[src/rtl/mux8x1_pkg.sv]
// Shared definitions for the 8-to-1 x 4-bit TDM mux link (mux and demux sides).
package mux8x1_pkg;

    localparam int unsigned WIDTH    = 4;
    localparam int unsigned CHANNELS = 8;
    localparam int unsigned SEL_W    = 3;

    typedef enum logic [1:0] {
        IDLE         = 2'd0,
        COLLECT_AUTO = 2'd1,
        COLLECT_ADDR = 2'd2
    } state_e;

    typedef logic [CHANNELS-1:0][WIDTH-1:0] chan_arr_t;

endpackage

[src/rtl/tdm_slot_tracker.sv]
// Slot counter, addressed-mode coverage mask and frame completion/abort detection.
module tdm_slot_tracker
    import mux8x1_pkg::*;
(
    input  logic             clk,
    input  logic             reset_n,
    input  state_e           state,
    input  logic             sel_mode,
    input  logic             d_valid,
    input  logic             sof,
    input  logic [SEL_W-1:0] s_in,
    output logic             wr_en,
    output logic [SEL_W-1:0] wr_idx,
    output logic             frame_done,
    output logic             abort,
    output logic [SEL_W-1:0] slot
);

    logic [SEL_W-1:0]    slot_q, slot_d;
    logic [CHANNELS-1:0] mask_q, mask_d;
    logic [CHANNELS-1:0] hit;
    logic                start_auto, start_addr, auto_wr, addr_wr;

    // Decode the current sample: where it goes and whether it closes or aborts a frame.
    always_comb begin
        start_auto = (state == IDLE) && !sel_mode && d_valid && sof;
        start_addr = (state == IDLE) && sel_mode && d_valid;
        auto_wr    = (state == COLLECT_AUTO) && d_valid;
        addr_wr    = (state == COLLECT_ADDR) && d_valid;

        hit       = '0;
        hit[s_in] = 1'b1;

        abort      = auto_wr && sof;
        frame_done = (auto_wr && !sof && (slot_q == SEL_W'(CHANNELS - 1)))
                   || (addr_wr && ((mask_q | hit) == '1));

        wr_en  = start_auto || start_addr || auto_wr || addr_wr;
        wr_idx = '0;
        if (start_addr || addr_wr) begin
            wr_idx = s_in;
        end else if (auto_wr && !sof) begin
            wr_idx = slot_q;
        end

        slot_d = slot_q;
        if (start_auto || abort) begin
            slot_d = SEL_W'(1);
        end else if (auto_wr) begin
            // 7 -> 0 wrap marks the end of the frame
            slot_d = slot_q + SEL_W'(1);
        end

        mask_d = mask_q;
        if (start_addr) begin
            mask_d = hit;
        end else if (addr_wr) begin
            mask_d = frame_done ? '0 : (mask_q | hit);
        end
    end

    // Slot counter and coverage mask registers.
    always_ff @(posedge clk or negedge reset_n) begin
        if (!reset_n) begin
            slot_q <= '0;
            mask_q <= '0;
        end else begin
            slot_q <= slot_d;
            mask_q <= mask_d;
        end
    end

    assign slot = slot_q;

endmodule

[src/rtl/demux8x1_tdm_rx.sv]
// Rebuilds eight 4-bit channels from the TDM mux stream; q_out updates once per full frame.
module demux8x1_tdm_rx #(
    parameter int unsigned WIDTH    = 4,
    parameter int unsigned CHANNELS = 8
) (
    input  logic                           clk,
    input  logic                           reset_n,
    input  logic [WIDTH-1:0]               d_in,
    input  logic                           d_valid,
    input  logic                           sof,
    input  logic                           sel_mode,
    input  logic [2:0]                     s_in,
    output logic [CHANNELS-1:0][WIDTH-1:0] q_out,
    output logic                           frame_valid,
    output logic [2:0]                     slot,
    output logic                           err_sof
);
    import mux8x1_pkg::*;

    state_e                         state_q, state_d;
    logic [CHANNELS-1:0][WIDTH-1:0] shadow_q, merged;
    logic [CHANNELS-1:0][WIDTH-1:0] q_q;
    logic                           fv_q, err_q;
    logic                           wr_en, frame_done, abort;
    logic [2:0]                     wr_idx;

    tdm_slot_tracker u_tracker (
        .clk        (clk),
        .reset_n    (reset_n),
        .state      (state_q),
        .sel_mode   (sel_mode),
        .d_valid    (d_valid),
        .sof        (sof),
        .s_in       (s_in),
        .wr_en      (wr_en),
        .wr_idx     (wr_idx),
        .frame_done (frame_done),
        .abort      (abort),
        .slot       (slot)
    );

    // Shadow bank with the current sample merged in, so the completing sample lands in q_out.
    always_comb begin
        merged = shadow_q;
        if (wr_en) begin
            merged[wr_idx] = d_in;
        end
    end

    // Next-state logic; sel_mode only matters while idle.
    always_comb begin
        state_d = state_q;
        unique case (state_q)
            IDLE: begin
                if (d_valid && sel_mode) begin
                    state_d = COLLECT_ADDR;
                end else if (d_valid && sof) begin
                    state_d = COLLECT_AUTO;
                end
            end
            COLLECT_AUTO, COLLECT_ADDR: begin
                if (frame_done) begin
                    state_d = IDLE;
                end
            end
            default: state_d = IDLE;
        endcase
    end

    // State, shadow bank, output frame register and one-cycle pulses.
    always_ff @(posedge clk or negedge reset_n) begin
        if (!reset_n) begin
            state_q  <= IDLE;
            shadow_q <= '0;
            q_q      <= '0;
            fv_q     <= 1'b0;
            err_q    <= 1'b0;
        end else begin
            state_q  <= state_d;
            shadow_q <= merged;
            fv_q     <= frame_done;
            err_q    <= abort;
            if (frame_done) begin
                q_q <= merged;
            end
        end
    end

    assign q_out       = q_q;
    assign frame_valid = fv_q;
    assign err_sof     = err_q;

endmodule
[config.mk]
export PLATFORM = sky130hd
export DESIGN_NAME = demux8x1_tdm_rx
export DESIGN_NICKNAME = d
export VERILOG_FILES = /design/src/rtl/mux8x1_pkg.sv /design/src/rtl/tdm_slot_tracker.sv /design/src/rtl/demux8x1_tdm_rx.sv
export SDC_FILE = /design/constraint.sdc
export NUM_CORES = 1
export LEC_CHECK = 0
export CORE_ASPECT_RATIO = 1.4
export CORE_MARGIN = 2
export CORE_UTILIZATION = 25
export CTS_BUF_LIST = sky130_fd_sc_hd__clkbuf_4
export DETAILED_ROUTE_END_ITERATION = 8
export GPL_ROUTABILITY_DRIVEN = 0
export PLACE_DENSITY = 0.49
export SETUP_SLACK_MARGIN = 0.5
export SLEW_MARGIN = 20
export SYNTH_ARGS = -nofsm -noshare
export SYNTH_HDL_FRONTEND = slang
export SYNTH_SLANG_ARGS = --single-unit
[constraint.sdc]
create_clock -name clk -period 3 [get_ports clk]
set_clock_uncertainty 0.2 [all_clocks]
set_input_delay 0.6 -clock clk [delete_from_list [all_inputs] [get_ports clk]]
set_output_delay 0.6 -clock clk [all_outputs]
set_load 0.005 [all_outputs]
==> impl_metrics.py <==
metrics = {
    "worst_setup_path": {
        "critPathCapture": "q_out[23]",
        "startpoint": "state_q[1]",
        "reg2reg_setup_slack_ns": 0.50,
        "cp.depth": 8,
        "critical-path-max-stage-delay_ns": 0.44,
        "required_worst_endpoint_ns": 3.12,
        "critPathTopFamily": "compound AO/OA/AOI/OAI gates",
        "critical_path_buf_inv_count": 2,
        "crit_arrival_ns": 2.62,
        "reg2reg_to": "q_out[23]",
        "critical_path.endpoint_type": "register",
        "critical-path-top-cell-by-count": "sky130_fd_sc_hd__buf_4",
        "timing.setup.critical_path_class": "reg -> reg",
        "r2r.worst_path.cells": 8,
        "timing.critical_path.fanout_max": 6,
        "startpoint_type": "register",
        "r2r_start": "state_q[1]",
        "cell_by_cell_trace_of_the_critical_path": "buf_4 > ha_4 > a21o_4 > a2111oi_2 > a21oi_1 > buf_4 > mux2_2 > mux2_4",
        "crit_path_top_delay_cell": "sky130_fd_sc_hd__dfrtp_1",
    },
    "floorplanning": {
        "core-area_mm2": 0.0150,
        "die_x_um": 109,
        "initial_utilization_pct": 25.6,
        "std_cell_rows": 53,
        "top_level_ports": 49,
        "y_dimension_of_the_die_um": 150,
        "die-area_mm2": 0.0163,
    },
    "clock_tree": {
        "htree_num_levels": 3,
        "number_of_buffers_created_by_cts": 9,
        "clock_sink_count": 79,
        "tritoncts": "built",
        "cts.root.buffer_cell": "sky130_fd_sc_hd__clkbuf_4",
        "clock_insertion_delay_worst_skew_ns": 0.43,
        "path_clk_slew_ns": 0.13,
        "cts.path.max_buffers": 2,
    },
    "yosys": {
        "synth_seq_area_share_pct": 51.6,
        "synth_enable_flop_cells": 0,
        "syn-num-nets": 328,
        "ys_flop_type": "sky130_fd_sc_hd__dfrtp_1",
        "synth_cell_types": 48,
        "synth_area_mm2": 0.00383,
        "asyncSetResetFlopFracSynth_pct": 100,
        "post_synth_inst_count": 311,
        "register_bit_count_reported_by_yosys": 79,
        "yosysWarnings": 0,
        "syn_area_per_cell_um2": 12.3,
    },
    "cells_and_area": {
        "syn2layout_area_growth_pct": 31.4,
        "postLayoutCellArea_mm2": 0.00503,
        "fin_nets": 411,
        "layout-drive-gt1-share_pct": 32.1,
    },
    "pwr": {
        "p_switching_mw": 1.07,
        "clkPwrFrac_pct": 18.2,
        "power.sequential.fraction_pct": 45.7,
        "p_per_area_mw_per_mm2": 618,
        "p_leak_nw": 2.23,
        "power.share.switching_pct": 34.5,
        "power_total_mw": 3.11,
        "irDropWorstVdd_mv": 0.174,
        "intPower_mw": 2.04,
        "comb_power_share_pct": 36.1,
    },
    "timing": {
        "layout_setup_ws_ns": 0.502,
        "fin_crit_ns": 2.50,
        "maxSlewViolCount": 0,
        "maxSlewHeadroom_pct": 55.9,
        "worst-slew-pin-transition_ns": 0.661,
        "timing.fmax_ghz": 0.400,
        "final-hold-violation-count": 0,
        "grt_setup_unrepaired": "yes",
        "fin_crit_sh_pct": 83.3,
        "finalSetupViolations": 0,
    },
    "routing": {
        "routed_wl_um": 9850,
        "post-route-drc-count": 0,
        "final_antenna_net_count": 0,
        "drt-initial-drc-count": 124,
        "via_count": 2751,
        "routed_wire_length_per_instance_um": 16.6,
        "drt_pre_antenna_iters": 4,
        "post_drt_via_cell_ratio": 4.65,
    },
    "global_routing": {
        "grtUsageTotal_pct": 12.5,
        "global_route.overflow_total": 0,
        "grt_first_pass_wirelength_um": 15300,
        "grt_start_max_net_pins": 50,
        "grt_antenna_before_repair": 1,
        "grt_pass1_vias": 2739,
    },
    "outcome": {
        "status": "complete, no violations",
    },
    "placed_design": {
        "post-place-ws_ns": -0.0470,
        "placedInstanceArea_mm2": 0.00470,
        "hpwlAfterDp_um": 6950,
        "port_buffers": 48,
    },
    "run": {
        "drv.max_cap_violation_count": 0,
    },
    "worst_hold_path": {
        "worstHoldPathCells": 1,
        "hold_path_startpoint": "shadow_q[28]",
        "min-delay-path-class": "reg -> reg",
    },
}
-- power groups by stage --
stage	clock network, mW	logic [mW]	registers (mW)
2_1_floorplan	0	0.631	1.41
3_3_place_gp	0	0.930	1.43
3_5_place_dp	0	0.951	1.44
4_1_cts	0.600	1.04	1.42
5_1_grt	0.643	1.23	1.45
6_report	0.567	1.12	1.42
-- per-stage QoR --
step / utilization (%) / std cells / hold WS [ns] / TNS [ns]
floorplan: - / 311 / 0.104 / 0
global placement: 31.4 / 567 / 0.276 / -0.111
detailed placement: 31.4 / 567 / 0.281 / -0.176
CTS: 32.7 / 584 / 0.310 / 0
global route: 33.6 / 592 / 0.325 / 0
finish: 33.6 / 592 / 0.310 / 0
-- layout make-up --
type                            instances  area [µm²]
Fill cell                            1555        9950
Antenna cell                            1        2.50
Sequential cell                        79        1980
Clock buffer                           11        82.6
Timing Repair Buffer                   85         835
Inverter                                5        23.8
Tap cell                              192         240
Multi-Input combinational cell        214        1840
Clock inverter                          5        33.8
-- layout by cell type (no fill, tap or decap), types with 4 or more instances in the layout --
master                            synthesis  routed
sky130_fd_sc_hd__a21oi_1                 21      18
sky130_fd_sc_hd__a221o_1                  8       8
sky130_fd_sc_hd__a22oi_1                  7       7
sky130_fd_sc_hd__and2_1                   5       5
sky130_fd_sc_hd__and3_1                   4       4
sky130_fd_sc_hd__buf_12                   3       4
sky130_fd_sc_hd__buf_4                    0      29
sky130_fd_sc_hd__clkbuf_4                 0      11
sky130_fd_sc_hd__clkdlybuf4s50_1          0      44
sky130_fd_sc_hd__dfrtp_1                 79      78
sky130_fd_sc_hd__mux2_2                  23      23
sky130_fd_sc_hd__mux2_4                  30      30
sky130_fd_sc_hd__mux2i_1                  4       4
sky130_fd_sc_hd__nand2_1                 33      33
sky130_fd_sc_hd__nand3_1                  4       4
sky130_fd_sc_hd__nor2_1                  16      16
sky130_fd_sc_hd__nor3_1                   9       9
sky130_fd_sc_hd__o21ai_0                  8       8
-- registers in the layout, summed over array words and instances, names as in the netlist --
signal            flops
u_tracker.mask_q      8
shadow_q             32
q_out                32
u_tracker.slot        3
err_sof               1
state_q               2
frame_valid           1
-- timing repair --
action                                  in CTS  in global routing
endpoints found under the setup margin      25                 32
setup buffers                                0                  7
pin swaps                                    2                  6
hold buffers                                 1                  0
endpoints found under the hold margin       48                  0
gates resized for setup                     16                 16
-- cells in the mapped netlist (5+ instances only) --
master / instances / share of area, %
sky130_fd_sc_hd__o21ai_0: 8 / 1.0
sky130_fd_sc_hd__dfrtp_1: 79 / 52
sky130_fd_sc_hd__mux2_4: 30 / 12
sky130_fd_sc_hd__nor3_1: 9 / 1.2
sky130_fd_sc_hd__nand2_1: 33 / 3.2
sky130_fd_sc_hd__a22oi_1: 7 / 1.4
sky130_fd_sc_hd__a21oi_1: 21 / 2.7
sky130_fd_sc_hd__a221o_1: 8 / 2.1
sky130_fd_sc_hd__buf_2: 7 / 0.91
sky130_fd_sc_hd__nor2_1: 16 / 1.6
sky130_fd_sc_hd__ha_1: 5 / 1.6
sky130_fd_sc_hd__mux2_2: 23 / 6.8
sky130_fd_sc_hd__and2_1: 5 / 0.82
-- per-layer routing --
| metal | vias up | GRT usage (%) | share of wire [%] |
|---|---|---|---|
| met2 | 51 | 21.1 | 53 |
| met1 | 1385 | 15.3 | 42 |
| met4 | 0 | 4.87 | 1.9 |
| met5 | - | 0 | 0 |
| li1 | 1304 | - | - |
| met3 | 11 | 3.16 | 2.7 |
-- kinds of logic after synthesis --
kind of cell | synth area share, %
flip-flops | 51.6
adder cells (fa/ha/maj) | 1.63
AND/OR/NAND/NOR | 12.7
AO/OA/AOI/OAI | 10.9
buffers and inverters | 3.59
multiplexers | 19.6
-- worst min path at each step --
stage,slack [ns],to
2_1_floorplan,0.10,err_sof
3_3_place_gp,0.28,shadow_q[30]
3_5_place_dp,0.28,shadow_q[29]
4_1_cts,0.31,shadow_q[28]
5_1_grt,0.33,shadow_q[28]
6_report,0.31,shadow_q[28]
Power figures use the tool's default switching activity.
